<file path="config.mk">
export PLATFORM = sky130hd
export DESIGN_NAME = fifo_wr_arbiter
export DESIGN_NICKNAME = d
export VERILOG_FILES = /design/src/rtl/fifo_wr_arbiter.sv
export SDC_FILE = /design/constraint.sdc
export NUM_CORES = 1
export LEC_CHECK = 0
export ABC_CLOCK_PERIOD_IN_PS = 5600
export BUFFER_PORTS_ARGS = -buffer_cell sky130_fd_sc_hd__buf_2
export CORE_UTILIZATION = 50
export CTS_CLUSTER_SIZE = 14
export DETAILED_ROUTE_END_ITERATION = 6
export PLACE_DENSITY = 0.85
export SYNTH_ARGS = -nofsm -noshare
export SYNTH_HDL_FRONTEND = slang
export SYNTH_SLANG_ARGS = --single-unit
export TNS_END_PERCENT = 1
</file>
<file path="constraint.sdc">
create_clock -name clk -period 5.6 [get_ports clk]
set_input_delay 1.12 -clock clk [delete_from_list [all_inputs] [get_ports clk]]
set_output_delay 1.12 -clock clk [all_outputs]
set_load 0.005 [all_outputs]
</file>
<file path="src/rtl/fifo_wr_arbiter.sv">
// Round-robin, burst-based arbiter sharing one sync FIFO write port among NUM_REQ producers.
// Optional macro FIFO_WR_ARB_PRIO0_EN makes producer 0 high priority over the round-robin set.
//
// Handshake: req[i] is a beat-valid held by producer i while it has data; ack[i] is the
// combinational accept for that cycle. A beat transfers on a cycle where req[i] & ack[i].
// The producer must keep req_data/req_last stable until ack or until it withdraws req.
module fifo_wr_arbiter #(
  parameter int NUM_REQ    = 4,
  parameter int DATA_WIDTH = 8,
  parameter int ADDR_WIDTH = 4,
  parameter int BURST_LEN  = 4
) (
  input  logic                          clk,
  input  logic                          rst,
  input  logic [NUM_REQ-1:0]            req,
  input  logic [NUM_REQ*DATA_WIDTH-1:0] req_data,
  input  logic [NUM_REQ-1:0]            req_last,
  output logic [NUM_REQ-1:0]            ack,
  output logic [NUM_REQ-1:0]            grant,
  output logic                          busy,
  output logic                          fifo_wr_req,
  output logic [DATA_WIDTH-1:0]         fifo_data,
  input  logic [ADDR_WIDTH:0]           fifo_num,
  input  logic                          fifo_wr_full,
  output logic                          dbg_state,
  output logic [$clog2(NUM_REQ)-1:0]    dbg_rr_ptr
);

  localparam int PTR_W  = $clog2(NUM_REQ);
  localparam int SUM_W  = PTR_W + 1;
  localparam int CNT_W  = ADDR_WIDTH + 1;
  localparam int FREE_W = ADDR_WIDTH + 2;

  localparam logic [FREE_W-1:0] DEPTH      = FREE_W'(2 ** ADDR_WIDTH);
  localparam logic [FREE_W-1:0] BURST_NEED = FREE_W'(BURST_LEN);
  localparam logic [CNT_W-1:0]  LAST_BEAT  = CNT_W'(BURST_LEN - 1);
  localparam logic [PTR_W-1:0]  LAST_IDX   = PTR_W'(NUM_REQ - 1);
  localparam logic [SUM_W-1:0]  NUM_REQ_W  = SUM_W'(NUM_REQ);

  typedef enum logic {
    S_IDLE  = 1'b0,
    S_BURST = 1'b1
  } state_t;

  state_t                r_state, w_state_nxt;
  logic [NUM_REQ-1:0]    r_grant, w_grant_nxt;
  logic [PTR_W-1:0]      r_owner, w_owner_nxt;
  logic [PTR_W-1:0]      r_rr_ptr, w_rr_ptr_nxt;
  logic [CNT_W-1:0]      r_beat_cnt, w_beat_cnt_nxt;
  logic                  r_wr_req, w_wr_req_nxt;
  logic [DATA_WIDTH-1:0] r_data, w_data_nxt;

  logic [DATA_WIDTH-1:0] w_slice [NUM_REQ];
  logic [FREE_W-1:0]     w_free;
  logic                  w_room;
  logic                  w_found;
  logic [PTR_W-1:0]      w_winner;
  logic [SUM_W-1:0]      w_sum;
  logic [PTR_W-1:0]      w_cand;
  logic                  w_owner_req;
  logic                  w_owner_last;
  logic [DATA_WIDTH-1:0] w_owner_data;
  logic [PTR_W-1:0]      w_owner_inc;
  logic                  w_beat;
  logic                  w_burst_end;
  logic [NUM_REQ-1:0]    w_ack;

  for (genvar g = 0; g < NUM_REQ; g++) begin : g_slice
    assign w_slice[g] = req_data[g*DATA_WIDTH +: DATA_WIDTH];
  end

  // The registered write still in flight is not yet in fifo_num, so reserve it too.
  assign w_free = DEPTH - FREE_W'(fifo_num) - FREE_W'(r_wr_req);
  assign w_room = (w_free >= BURST_NEED);

  assign w_owner_req  = req[r_owner];
  assign w_owner_last = req_last[r_owner];
  assign w_owner_data = w_slice[r_owner];
  assign w_owner_inc  = (r_owner == LAST_IDX) ? '0 : r_owner + PTR_W'(1);

  // First requester at or after rr_ptr, wrapping modulo NUM_REQ.
  always_comb begin
    w_found  = 1'b0;
    w_winner = '0;
    w_sum    = '0;
    w_cand   = '0;
    for (int i = 0; i < NUM_REQ; i++) begin
      w_sum = {1'b0, r_rr_ptr} + SUM_W'(i);
      if (w_sum >= NUM_REQ_W) begin
        w_sum = w_sum - NUM_REQ_W;
      end
      w_cand = w_sum[PTR_W-1:0];
      if (!w_found && req[w_cand]) begin
        w_found  = 1'b1;
        w_winner = w_cand;
      end
    end
`ifdef FIFO_WR_ARB_PRIO0_EN
    if (req[0]) begin
      w_found  = 1'b1;
      w_winner = '0;
    end
`endif
  end

  always_comb begin
    w_state_nxt    = r_state;
    w_grant_nxt    = r_grant;
    w_owner_nxt    = r_owner;
    w_rr_ptr_nxt   = r_rr_ptr;
    w_beat_cnt_nxt = r_beat_cnt;
    w_wr_req_nxt   = 1'b0;
    w_data_nxt     = r_data;
    w_ack          = '0;
    w_beat         = 1'b0;
    w_burst_end    = 1'b0;
    case (r_state)
      S_IDLE: begin
        if (w_found && w_room) begin
          w_state_nxt    = S_BURST;
          w_grant_nxt    = NUM_REQ'(1) << w_winner;
          w_owner_nxt    = w_winner;
          w_beat_cnt_nxt = '0;
        end
      end
      S_BURST: begin
        // Full should never be seen here given the reservation; it only gates the accept.
        w_beat = w_owner_req & ~fifo_wr_full;
        if (w_beat) begin
          w_ack          = r_grant;
          w_wr_req_nxt   = 1'b1;
          w_data_nxt     = w_owner_data;
          w_beat_cnt_nxt = r_beat_cnt + CNT_W'(1);
        end
        w_burst_end = (w_beat && ((r_beat_cnt == LAST_BEAT) || w_owner_last)) || !w_owner_req;
        if (w_burst_end) begin
          w_state_nxt = S_IDLE;
          w_grant_nxt = '0;
`ifdef FIFO_WR_ARB_PRIO0_EN
          if (r_owner != '0) begin
            w_rr_ptr_nxt = w_owner_inc;
          end
`else
          w_rr_ptr_nxt = w_owner_inc;
`endif
        end
      end
      default: begin
        w_state_nxt = S_IDLE;
        w_grant_nxt = '0;
      end
    endcase
  end

  always_ff @(posedge clk or posedge rst) begin
    if (rst) begin
      r_state    <= S_IDLE;
      r_grant    <= '0;
      r_owner    <= '0;
      r_rr_ptr   <= '0;
      r_beat_cnt <= '0;
      r_wr_req   <= 1'b0;
      r_data     <= '0;
    end else begin
      r_state    <= w_state_nxt;
      r_grant    <= w_grant_nxt;
      r_owner    <= w_owner_nxt;
      r_rr_ptr   <= w_rr_ptr_nxt;
      r_beat_cnt <= w_beat_cnt_nxt;
      r_wr_req   <= w_wr_req_nxt;
      r_data     <= w_data_nxt;
    end
  end

  // Reset forces IDLE asynchronously, which also silences ack while rst is high.
  assign ack         = w_ack;
  assign grant       = r_grant;
  assign busy        = (r_state == S_BURST);
  assign fifo_wr_req = r_wr_req;
  assign fifo_data   = r_data;
  assign dbg_state   = (r_state == S_BURST);
  assign dbg_rr_ptr  = r_rr_ptr;

endmodule

</file>
# Word level (Yosys, flattened, before mapping)
# Cells that the tools add are included.
# word_totals
register_bits,23
latch_bits,0
mem_bits_rw,0
rom_bits,0
input_bits,48
output_inout_bits,21
word_cells,96
n_memories,0
# op_classes
addsub,11
n_mul,0
n_div,0
n_lt_le_gt_ge,11
eq_ne,5
shifts,1
mux,41
bitwise,4
reduce_logical,16
# op_table
op,count
$mux W2,9
$bmux W8 S2,1
$mux W4,4
$mux W8,2
$lt A2 B3 Y1 const B,5
$mux W1,14
$bmux W1 S2,6
$ge A3 B3 Y1 const B,4
$mux W5,2
$pmux W5 S2,1
$reduce_and A2 Y1,5
$pmux W4 S2,1
$sub A2 B1 Y2 const B,4
$add A2 B2 Y3 const B,2
$ge A6 B3 Y1 const B,1
$sub A5 B5 Y6 const A,1
$sub A6 B1 Y6,1
$add A5 B1 Y5 const B,1
$eq A5 B2 Y1 const B,1
$logic_and A1 B1 Y1,5
$logic_not A1 Y1,4
$ne A2 B1 Y1 const B,2
$shl A1 B2 Y4 const A,1
$add A2 B1 Y3 const B,1
other kinds (9),11

# Logic depth before layout (Yosys ltp)
# logic_depth
word_depth,17
mapped_depth,11

# Worst setup path before layout
# Ideal clock, no wire load.
# synth_path
kind,input -> output
start,in req[3]
end,out ack[0]
t_arrival_ps,1931
setup_slack_ps,2549
stages,4
path_cell_list,mux4_2 nand3b_2 inv_2 and2_1
# synth_via
elab_chain_cells,5
# synth_rtl
element,line,rtl
from (decl),15,"input logic [NUM_REQ-1:0] req,"
$bmux W1 S2,76,assign w_owner_req = req[r_owner];
$mux W1 (not written as such),76,
$and A1 B1 Y1,128,w_beat = w_owner_req & ~fifo_wr_full;
$mux W4,129,if (w_beat) begin
$mux W4,117,case (r_state)
to (decl),18,"output logic [NUM_REQ-1:0] ack,"
# Every way passes these cells. The select of a mux whose other input is x is not followed.

# Worst setup path in the final report
# layout_path
start,reg r_owner[0]
end,out ack[3]
# layout_via
elab_chain_cells,5
# layout_rtl
element,line,rtl
from (decl),47,"logic [PTR_W-1:0] r_owner, w_owner_nxt;"
from (signal assigned),167,r_owner <= w_owner_nxt;
$bmux W1 S2,76,
$mux W1 (not written as such),76,
$and A1 B1 Y1,128,
$mux W4,129,
$mux W4,117,
# Every way passes these cells. The select of a mux whose other input is x is not followed.

==> flow_metrics.py <==
metrics = {
    "placed_design": {
        "io_buffers": 68,
        "place_area_sq_um": 1840,
        "dpl.hpwl_microns": 2550,
        "gp_congestion": 0.741,
    },
    "worst_hold_path": {
        "hold_class": "flip-flop to flip-flop",
    },
    "floorplanning": {
        "top_level_ports": 69,
        "die_h_microns": 56.7,
        "die_w_microns": 56.7,
        "dieArea_sq_um": 3220,
        "start_util": 0.534,
        "row_count": 19,
        "core-area_sq_um": 2810,
    },
    "clock_tree": {
        "h-tree-depth": 1,
        "cts_hold_buf": 0,
        "cts_setup_buffers": 0,
        "clockRootBuffer": "clkbuf_4",
        "cts_buffer_depth": 2,
        "cts.sinks": 23,
        "postCtsResizedCells": 0,
        "cts_tree": "built",
        "numCtsBuffers": 3,
        "cts.clk_slew.worst_paths_ps": 140,
        "worstSkewPairLatency_ps": 320,
    },
    "route": {
        "viasPerCell": 5.36,
        "drt-pass1-iter-count": 6,
        "drtAntennaViolNets": 0,
        "num_vias": 1291,
        "wl_per_cell_microns": 13.4,
        "routed_wl_microns": 3230,
        "drc": 2,
        "drt_iter0_drc": 79,
    },
    "synth": {
        "async_reset_ff_frac": 1.00,
        "syn_inst": 144,
        "yosysTopAreaCellShare": 0.384,
        "synthFlopType": "dfrtp_1",
        "synth_edf_count": 0,
        "synth_nets": 201,
        "avgSynthCellArea_sq_um": 10.4,
        "ys_seq_area_frac": 0.384,
        "synthTopCellsByArea": "dfrtp_1, mux4_2, ha_1, nand2_1, inv_1",
        "ys_types": 37,
        "syn_area_sq_um": 1500,
        "yosys_register_bits": 23,
        "yosysWarnings": 0,
        "yosysTopAreaCell": "dfrtp_1",
    },
    "setup_path": {
        "critPathLaunchType": "flip-flop",
        "end_kind": "primary output",
        "critPathKind": "flip-flop to primary output",
        "worst-path-max-fanout": 17,
        "slowest_delay_ps": 830,
        "cp.required_ps": 4480,
        "crit_slowest_cell": "dfrtp_1",
        "critPathBufInv": 2,
        "cpLargestDelayFamily": "flip-flops",
        "path_cells": "mux4_2, nand3b_2, inv_2, and2_1, buf_2",
        "critPathArrivalTime_ps": 2560,
    },
    "timing": {
        "post-route-period-util": 0.658,
        "setup_tns_ps": 0,
        "tightest_slew_ps": 871,
        "slew_viol_final": 0,
        "final-hold-violation-count": 0,
        "fin_crit_ps": 3680,
        "finalSetupViolCount": 0,
        "finClkSkew_ps": 9.86,
        "grt_setup_unrepaired": "false",
        "slew_headroom": 0.418,
        "fmax_mhz": 271,
    },
    "power_and_ir_drop": {
        "ir_worst_vdd_mv": 0.214,
        "power.leakage_nw": 1.02,
        "p_sw_mw": 0.299,
        "p_per_area_nw_per_um2": 401,
        "p_comb_frac": 0.470,
        "p_seq_frac": 0.424,
        "netSwitchingFraction": 0.400,
        "p_int_mw": 0.448,
        "p_clk_frac": 0.106,
    },
    "global_route": {
        "antenna_found_initial": 0,
        "grt-ovfl-total": 0,
        "grt_pass1_vias": 1283,
        "grt_max_degree": 24,
        "grt_util_all_layers": 0.224,
        "grt_pass1_wl_microns": 5610,
    },
    "status": {
        "violations": "DRC",
        "status": "finished with violations",
    },
    "layout": {
        "drive_gt1_frac": 0.443,
        "antenna_cells": 0,
        "final_area_sq_um": 1860,
        "fillers": 233,
        "nets": 268,
        "area_growth_pct": 24.4,
    },
    "run": {
        "maxCapViolations": 0,
    },
}
## Yosys cell counts, types with 3 or more instances
cell and count:
and2_1 4, xor2_1 3, o21ai_0 3, nor2_1 7, buf_2 3, dfrtp_1 23, nand3_1 3, inv_1 13
ha_1 9, nand2b_1 3, mux4_2 10, nand2_1 29, a21oi_1 3
## worst paths after layout
| check | startpoint | endpoint | slack [ps] | depth (start not counted) |
|---|---|---|---|---|
| max | r_owner[0] | ack[3] | 1920 | 5 |
| min | fifo_data[6] | fifo_data[6] | 490 | 2 |
| max reg2reg | r_owner[0] | r_beat_cnt[4] | 3230 | 6 |
| min reg2reg | fifo_data[6] | fifo_data[6] | 490 | 2 |
| max in group asynchronous | rst | fifo_data[5] | 4100 | 2 |
| min in group asynchronous | rst | fifo_data[3] | 950 | 2 |
## metal layers
layer | vias up | wire [microns] | global-route usage
met4 | 0 | 0 | 0.0105
met1 | 620 | 1430 | 0.306
met3 | 0 | 154 | 0.0461
met2 | 40 | 1640 | 0.388
met5 | - | 0 | 0
li1 | 631 | - | -
## worst reg2reg max path: stages (launching register included)
cell and delay [ps]:
dfrtp_1 830, mux4_2 650, nand3b_2 250, inv_2 200, nand4_1 150, xor2_1 160, nor2_1 50
## kinds of logic after synthesis
kind of cell / synth area share
buffers and inverters: 0.0626
flip-flops: 0.384
adder cells (fa/ha/maj): 0.0752
multiplexers: 0.168
AND/OR/NAND/NOR: 0.179
AO/OA/AOI/OAI: 0.102
XOR/XNOR: 0.0292
## layout make-up
| class | instances | area, sq um | share of cell area |
|---|---|---|---|
| Clock buffer | 3 | 22.5 | 0.0121 |
| Clock inverter | 1 | 5.00 | 0.00269 |
| Inverter | 14 | 52.6 | 0.0282 |
| Multi-Input combinational cell | 101 | 828 | 0.445 |
| Sequential cell | 23 | 576 | 0.309 |
| Tap cell | 31 | 38.8 | 0.0208 |
| Timing Repair Buffer | 68 | 340 | 0.183 |
## power groups by stage
stage	Clock [mW]	Sequential, mW	Combinational, mW
after floorplan	0	0.286	0.277
after global placement	0	0.318	0.345
after detailed placement	0	0.320	0.355
after CTS	0.0819	0.317	0.357
after global routing	0.0877	0.330	0.394
final	0.0791	0.317	0.351
## sequential cells by signal (all words and copies together) (netlist names)
name         count
fifo_data        8
grant            4
busy             1
r_owner          2
dbg_rr_ptr       2
r_beat_cnt       5
fifo_wr_req      1
## through the flow
step | utilization | hold WS, ps | setup WS [ps] | instances | power (mW)
after global placement | 0.654 | 458 | 2020 | 237 | 0.663
after CTS | 0.664 | 496 | 1880 | 241 | 0.756
final | 0.664 | 493 | 1920 | 241 | 0.747
after detailed placement | 0.654 | 463 | 1950 | 237 | 0.675
after global routing | 0.664 | 528 | 1720 | 241 | 0.811
after floorplan | - | 470 | 2550 | 144 | 0.563
## placed cells by master (no fill, tap or decap), types with 2 or more instances in the layout
master | synthesis | layout
and2_2 | 2 | 2
nand2_1 | 29 | 29
nand2b_1 | 3 | 3
nor2_1 | 7 | 7
mux4_2 | 10 | 10
nand3_1 | 3 | 3
a21oi_1 | 3 | 3
xnor2_1 | 2 | 2
buf_2 | 3 | 68
a32o_1 | 2 | 2
o2bb2ai_1 | 2 | 2
ha_1 | 9 | 9
xor2_1 | 3 | 3
inv_1 | 13 | 13
o21ai_0 | 3 | 3
nand4_1 | 2 | 2
dfrtp_1 | 23 | 23
clkbuf_4 | 0 | 3
o22ai_1 | 2 | 2
and2_1 | 4 | 4
Note: power is estimated with default switching activity, not from simulation.
